===== src/rtl/i2c_pkg.sv =====
// Shared definitions for the I2C bus scheduler:
//   - state_e       : scheduler FSM states (3-bit encoding)
//   - MaxBytesDefault / CountWidthDefault : default transfer size and byte-count width
//   - RtcAddr       : 7-bit slave address of the clock board RTC
package i2c_pkg;

  localparam int MaxBytesDefault   = 8;
  localparam int CountWidthDefault = $clog2(MaxBytesDefault + 1);

  localparam logic [6:0] RtcAddr = 7'h68;

  typedef enum logic [2:0] {
    IDLE      = 3'd0,
    GRANT     = 3'd1,
    LAUNCH    = 3'd2,
    WAIT_ACK  = 3'd3,
    WAIT_DONE = 3'd4,
    COMPLETE  = 3'd5
  } state_e;

endpackage


===== src/rtl/rr_arbiter2.sv =====
// Two-way round-robin arbiter, purely combinational.
// Ports:
//   req[1:0]    : request levels
//   last_grant  : index served most recently (register lives in the parent)
//   enable      : arbitration is evaluated only while high
//   grant       : granted index
//   grant_valid : a grant was issued this cycle
module rr_arbiter2
  import i2c_pkg::*;
(
  input  logic [1:0] req,
  input  logic       last_grant,
  input  logic       enable,
  output logic       grant,
  output logic       grant_valid
);

  // Pick the lone requester, or the one not served last when both request.
  always_comb begin
    grant       = 1'b0;
    grant_valid = 1'b0;
    if (enable) begin
      case (req)
        2'b01: begin
          grant       = 1'b0;
          grant_valid = 1'b1;
        end
        2'b10: begin
          grant       = 1'b1;
          grant_valid = 1'b1;
        end
        2'b11: begin
          grant       = ~last_grant;
          grant_valid = 1'b1;
        end
        default: begin
          grant       = 1'b0;
          grant_valid = 1'b0;
        end
      endcase
    end else begin
      grant       = 1'b0;
      grant_valid = 1'b0;
    end
  end

endmodule


===== src/rtl/i2c_bus_scheduler.sv =====
// Shares one I2C master between two requesters (0: RTC time-set writer,
// 1: periodic RTC/display reader). Arbitrates round-robin, launches one
// transaction per grant, retries clock-stretch timeouts and reports
// completion with per-requester done/error pulses.
// Ports:
//   clock, reset        : system clock, asynchronous active-low reset
//   req/address/tx_*/rx_count : per-requester request and transfer description
//   done/error          : one-cycle completion / failure pulse per requester
//   rx_data             : read bytes of the last transaction (masked to rx_count)
//   busy                : transaction in progress (GRANT..COMPLETE)
//   m_*                 : registered start/address/count/data interface to the master
//   m_rx_data, m_ready, m_timeout : master read data, idle flag, stretch timeout
module i2c_bus_scheduler
  import i2c_pkg::*;
#(
  parameter  int MaxBytes       = MaxBytesDefault,
  parameter  int MaxRetries     = 2,
  parameter  int StartAckCycles = 2000000,
  localparam int CountWidth     = $clog2(MaxBytes + 1)
) (
  input  logic                               clock,
  input  logic                               reset,
  input  logic [1:0]                         req,
  input  logic [1:0][6:0]                    address,
  input  logic [1:0][CountWidth-1:0]         tx_count,
  input  logic [1:0][8*MaxBytes-1:0]         tx_data,
  input  logic [1:0][CountWidth-1:0]         rx_count,
  output logic [1:0]                         done,
  output logic [1:0]                         error,
  output logic [8*MaxBytes-1:0]              rx_data,
  output logic                               busy,
  output logic                               m_start,
  output logic [6:0]                         m_address,
  output logic [CountWidth-1:0]              m_tx_count,
  output logic [8*MaxBytes-1:0]              m_tx_data,
  output logic [CountWidth-1:0]              m_rx_count,
  input  logic [8*MaxBytes-1:0]              m_rx_data,
  input  logic                               m_ready,
  input  logic                               m_timeout
);

  localparam int DataWidth  = 8 * MaxBytes;
  localparam int WaitWidth  = $clog2(StartAckCycles + 1);
  localparam int RetryWidth = (MaxRetries > 0) ? $clog2(MaxRetries + 1) : 1;

  localparam logic [CountWidth-1:0] MaxCount = CountWidth'(MaxBytes);
  localparam logic [WaitWidth-1:0]  AckLast  = WaitWidth'(StartAckCycles - 1);
  localparam logic [RetryWidth-1:0] RetryMax = RetryWidth'(MaxRetries);

  state_e                  state_q, state_d;
  logic                    grant_q, grant_d;
  logic                    last_grant_q, last_grant_d;
  logic [RetryWidth-1:0]   retry_q, retry_d;
  logic [WaitWidth-1:0]    wait_q, wait_d;
  logic [1:0]              done_q, done_d;
  logic [1:0]              error_q, error_d;
  logic                    busy_q, busy_d;
  logic                    m_start_q, m_start_d;
  logic [6:0]              m_address_q, m_address_d;
  logic [CountWidth-1:0]   m_tx_count_q, m_tx_count_d;
  logic [DataWidth-1:0]    m_tx_data_q, m_tx_data_d;
  logic [CountWidth-1:0]   m_rx_count_q, m_rx_count_d;
  logic [DataWidth-1:0]    rx_data_q, rx_data_d;

  logic                    arb_grant_s;
  logic                    arb_valid_s;
  logic                    invalid_s;
  logic                    finish_s;
  logic                    fail_s;
  logic                    idx_s;
  logic [DataWidth-1:0]    rx_mask_s;

  rr_arbiter2 u_arb (
    .req         (req),
    .last_grant  (last_grant_q),
    .enable      (state_q == GRANT),
    .grant       (arb_grant_s),
    .grant_valid (arb_valid_s)
  );

  // A request the master cannot carry out is rejected without touching the bus.
  always_comb begin
    invalid_s = (tx_count[arb_grant_s] > MaxCount) ||
                (rx_count[arb_grant_s] > MaxCount) ||
                ((tx_count[arb_grant_s] == '0) && (rx_count[arb_grant_s] == '0));
  end

  // Keep only the first m_rx_count bytes of the master's read buffer.
  always_comb begin
    rx_mask_s = '0;
    for (int b = 0; b < MaxBytes; b++) begin
      rx_mask_s[8*b +: 8] = (CountWidth'(b) < m_rx_count_q) ? 8'hFF : 8'h00;
    end
  end

  // Next-state and output logic of the scheduler FSM.
  always_comb begin
    state_d      = state_q;
    grant_d      = grant_q;
    last_grant_d = last_grant_q;
    retry_d      = retry_q;
    wait_d       = wait_q;
    m_address_d  = m_address_q;
    m_tx_count_d = m_tx_count_q;
    m_tx_data_d  = m_tx_data_q;
    m_rx_count_d = m_rx_count_q;
    rx_data_d    = rx_data_q;
    done_d       = 2'b00;
    error_d      = 2'b00;
    finish_s     = 1'b0;
    fail_s       = 1'b0;

    case (state_q)
      IDLE: begin
        if ((req != 2'b00) && m_ready) begin
          state_d = GRANT;
        end else begin
          state_d = IDLE;
        end
      end
      GRANT: begin
        if (arb_valid_s) begin
          grant_d      = arb_grant_s;
          last_grant_d = arb_grant_s;
          m_address_d  = address[arb_grant_s];
          m_tx_count_d = tx_count[arb_grant_s];
          m_tx_data_d  = tx_data[arb_grant_s];
          m_rx_count_d = rx_count[arb_grant_s];
          retry_d      = '0;
          if (invalid_s) begin
            state_d  = COMPLETE;
            finish_s = 1'b1;
            fail_s   = 1'b1;
          end else begin
            state_d = LAUNCH;
          end
        end else begin
          // Request vanished between IDLE and GRANT: nothing to serve.
          state_d = IDLE;
        end
      end
      LAUNCH: begin
        wait_d  = '0;
        state_d = WAIT_ACK;
      end
      WAIT_ACK: begin
        if (!m_ready) begin
          state_d = WAIT_DONE;
        end else if (wait_q == AckLast) begin
          state_d  = COMPLETE;
          finish_s = 1'b1;
          fail_s   = 1'b1;
        end else begin
          wait_d = wait_q + WaitWidth'(1);
        end
      end
      WAIT_DONE: begin
        if (m_ready) begin
          if (m_timeout && (retry_q < RetryMax)) begin
            retry_d = retry_q + RetryWidth'(1);
            state_d = LAUNCH;
          end else begin
            state_d  = COMPLETE;
            finish_s = 1'b1;
            fail_s   = m_timeout;
          end
        end else begin
          state_d = WAIT_DONE;
        end
      end
      COMPLETE: begin
        state_d = IDLE;
      end
      default: begin
        state_d = IDLE;
      end
    endcase

    // Completion is flagged on entry to COMPLETE so done/error/rx_data are
    // visible during the COMPLETE cycle itself.
    idx_s = (state_q == GRANT) ? arb_grant_s : grant_q;
    if (finish_s) begin
      done_d[idx_s]  = 1'b1;
      error_d[idx_s] = fail_s;
      rx_data_d      = (state_q == GRANT) ? '0 : (m_rx_data & rx_mask_s);
    end else begin
      done_d  = 2'b00;
      error_d = 2'b00;
    end

    busy_d    = (state_d != IDLE);
    m_start_d = (state_d == LAUNCH);
  end

  // State and output registers.
  always_ff @(posedge clock or negedge reset) begin
    if (!reset) begin
      state_q      <= IDLE;
      grant_q      <= 1'b0;
      last_grant_q <= 1'b1;
      retry_q      <= '0;
      wait_q       <= '0;
      done_q       <= 2'b00;
      error_q      <= 2'b00;
      busy_q       <= 1'b0;
      m_start_q    <= 1'b0;
      m_address_q  <= 7'h00;
      m_tx_count_q <= '0;
      m_tx_data_q  <= '0;
      m_rx_count_q <= '0;
      rx_data_q    <= '0;
    end else begin
      state_q      <= state_d;
      grant_q      <= grant_d;
      last_grant_q <= last_grant_d;
      retry_q      <= retry_d;
      wait_q       <= wait_d;
      done_q       <= done_d;
      error_q      <= error_d;
      busy_q       <= busy_d;
      m_start_q    <= m_start_d;
      m_address_q  <= m_address_d;
      m_tx_count_q <= m_tx_count_d;
      m_tx_data_q  <= m_tx_data_d;
      m_rx_count_q <= m_rx_count_d;
      rx_data_q    <= rx_data_d;
    end
  end

  assign done       = done_q;
  assign error      = error_q;
  assign busy       = busy_q;
  assign m_start    = m_start_q;
  assign m_address  = m_address_q;
  assign m_tx_count = m_tx_count_q;
  assign m_tx_data  = m_tx_data_q;
  assign m_rx_count = m_rx_count_q;
  assign rx_data    = rx_data_q;

endmodule


===== config.mk =====
export PLATFORM = sky130hd
export DESIGN_NAME = i2c_bus_scheduler
export DESIGN_NICKNAME = d
export VERILOG_FILES = /design/src/rtl/i2c_pkg.sv /design/src/rtl/rr_arbiter2.sv /design/src/rtl/i2c_bus_scheduler.sv
export SDC_FILE = /design/constraint.sdc
export NUM_CORES = 1
export LEC_CHECK = 0
export ABC_AREA = 1
export BUFFER_PORTS_ARGS = -buffer_cell sky130_fd_sc_hd__buf_4
export CAP_MARGIN = 0
export CORE_AREA = 2 2 145 147
export DETAILED_ROUTE_END_ITERATION = 12
export DIE_AREA = 0 0 147 149
export PLACE_DENSITY = 0.77
export SLEW_MARGIN = 30
export SYNTH_ARGS = -nofsm -noshare
export SYNTH_HDL_FRONTEND = slang
export SYNTH_HIERARCHICAL = 1
export SYNTH_SLANG_ARGS = --single-unit

===== constraint.sdc =====
create_clock -name clock -period 4.1 [get_ports clock]
set_input_delay 0.82 -clock clock [delete_from_list [all_inputs] [get_ports clock]]
set_output_delay 0.82 -clock clock [all_outputs]
set_load 0.005 [all_outputs]

==> impl_metrics.ini <==
[global_routing]
grt_usage_pct = 25.7
antenna_found_initial = 4
grt_pass1_vias = 8774
grt_max_degree = 147
grt_pass1_wl_mm = 44.6
overflow = 0

[timing]
final_max_slew_viol_count = 0
setup_viol = 0
rsz0062_at_grt = no
fin_crit_ns = 3.55
finalHoldViolCount = 0
clock.fmax_ghz = 0.282
skew_ns = 0.0209
period_share_pct = 86.5
tns_ns = 0
tightest_slew_ns = 0.867
relSlewSlack_pct = 42.2
finalWorstSetupSlack_ns = 0.554

[synth]
syn_area_mm2 = 0.00888
synth_area_leaders = dfrtp_1 50%, nand2_1 17%, nor2_1 7.4%, nand3_1 5.0%, a31oi_1 5.0%
postSynthAreaPerCell_um2 = 7.53
yosys.area.top_type_share_pct = 49.6
yosysWarnings = 6
async_flop_share_pct = 100
synthCells = 1180
synthFlopType = dfrtp_1
syn_nets = 1409
yosysTopAreaCell = dfrtp_1
yosysSeqAreaShare_pct = 49.9
ys_types = 37
synth_edf_count = 0
yosys_register_bits = 177

[flow_run]
max-cap-violations = 0

[detailed_routing]
wl_per_cell_um = 15.7
num_vias = 9017
ant_nets = 0
first_pass_iters = 6
drt-total-wl_mm = 28.4
post-route-drc-count = 0
routed_via_density = 4.97
drt_iter0_drc = 615

[clock_tree]
cts.sinks = 177
clk_pin_slew_ns = 0.08
cts_inserted_buffers = 17
clock_latency_ns = 0.44
postCtsSetupBuffers = 0
cts_buffer_depth = 2
cts_resized = 0
cts-hold-fix-buffers = 0
h-tree-depth = 4
cts_tree = yes
cts_root_buf = clkbuf_16

[outcome]
status = completed

[placed_design]
dp_hpwl_mm = 20.7
dp_cells = 1777
io_buffers = 376
gp_congestion = 0.923
pre_cts_ws_ns = 0.625
placed_area_mm2 = 0.0118

[pwr]
pwr_density_cell_mw_per_mm2 = 661
ir_worst_vdd_mv = 0.344
power_leakage_nw = 6.66

[floorplan]
rows = 53
die_h_um = 149
fp.dieW_um = 147
num_io_pins = 377
die_area_mm2 = 0.0219
core_mm2 = 0.0206
start_util_pct = 43.2

[worst_setup_path]
crit_path_frequent_cell = nand2_1
cp-end-kind = flip-flop
max_stage_delay_ns = 0.44
path_class = reg2reg
path_cells = inv_1, nand3_2, inv_2, nand2_1, nor2_4, inv_4, nand2_1, nand2_1, nand2_1, nor2_1, nand2_1, nand3_2, nand2_4, nand2_8, nand2_1, nand2_1
cp.required_ns = 4.42
worstPathMaxFanout = 64
worst_ep_arrival_time_ns = 3.87
cp-start-kind = flip-flop
slowest_stage = nor2_4

[layout]
stdcell_count = 1813
final_area_mm2 = 0.0124
drive_gt1_share_pct = 28.8
post-route-util_pct = 60.4
syn_to_final_growth_pct = 39.7
layout.nets = 1750

[worst_hold_path]
holdCritPathClass = in2async
-- cells by family (layout without fill, tap and decap cells) --
group | after synthesis | count (layout) | share of synthesized area (%)
compound gates | 120 | 120 | 8.18
xor+xnor | 3 | 3 | 0.296
fa+ha+maj | 1 | 1 | 0.141
buf+inv | 182 | 536 | 9.21
flops | 177 | 177 | 49.9
other cells | 0 | 4 | 0
simple gates | 697 | 697 | 32.3
-- report_power, final --
part           total (mW)  leakage [nW]  internal (mW)  switching [mW]
clock                1.68         0.300          0.883           0.800
sequential           2.93          2.18           2.47           0.467
combinational        3.59          4.18           1.63            1.95
total                8.20          6.66           4.98            3.22
-- worst paths after layout --
path | startpoint | to | slack (ns) | cells after the start
min | reset | m_tx_data[42] | 0.45 | 1
max reg2reg | state_q[2] | rx_data[16] | 0.55 | 16
max | state_q[2] | rx_data[16] | 0.55 | 16
min reg2reg | last_grant_q | last_grant_q | 0.49 | 2
min in group clock | last_grant_q | last_grant_q | 0.49 | 2
max in group asynchronous | reset | last_grant_q | 2.65 | 2
-- through the flow --
step	hold slack, ns	power, mW
global placement	0.489	6.43
floorplan	0.453	4.78
global route	0.520	8.82
CTS	0.494	8.24
detailed placement	0.481	6.53
finish	0.451	8.20
-- sequential cells by signal (all words and copies together), names as in the netlist --
register,count
m_tx_data,64
retry_q,2
rx_data,64
wait_q,21
last_grant_q,1
m_start,1
done,2
error,2
grant_q,1
m_address,7
busy,1
m_tx_count,4
m_rx_count,4
state_q,3
-- critical path, delay by kind of cell (launching register included) --
family                 cells  cell delay [ns]
buffers and inverters      3             0.64
and+or+nand+nor           13             2.35
DFF                        1             0.43
-- Yosys cell counts (2+ instances only) --
library cell / instances
a21oi_2: 2
buf_6: 11
nand3_1: 89
nand2_1: 395
buf_2: 22
inv_1: 116
clkbuf_1: 23
a31oi_1: 71
o21bai_1: 2
buf_4: 6
nand2_2: 5
a21oi_1: 16
nand4_1: 19
o21ai_0: 23
inv_2: 3
nand3_2: 4
nor2_1: 174
nor3_1: 4
dfrtp_1: 176
xor2_1: 2
-- metal layers --
layer	vias to the layer above	GRT usage, %	share of wire (%)
met3	77	7.31	7.1
met5	-	0	0
met1	4165	31.1	38
li1	4413	-	-
met4	0	13.0	4.7
met2	362	42.3	50
-- cells in the final DEF (no fill, tap or decap), types with 3 or more instances in the layout --
cell,n
inv_1,116
clkinv_8,3
nand2_1,395
nor3_1,4
inv_6,5
dfrtp_1,176
o21ai_0,23
inv_8,3
clkbuf_16,17
a21oi_1,16
a31oi_1,71
inv_2,3
nand3_1,89
nand2_2,5
nand3_2,4
buf_4,381
nor2_1,173
nand4_1,19
diode_2,4
-- area by class of cell --
type,instances,area [um2]
diodes,4,10.0
clock inverters,15,186
repair buffers,384,2910
multi-input cells,821,3650
clock buffers,17,425
inverters,120,453
fillers,1857,8150
flip-flops and latches,177,4430
well taps,275,344
Note: power is estimated with default switching activity, not from simulation.
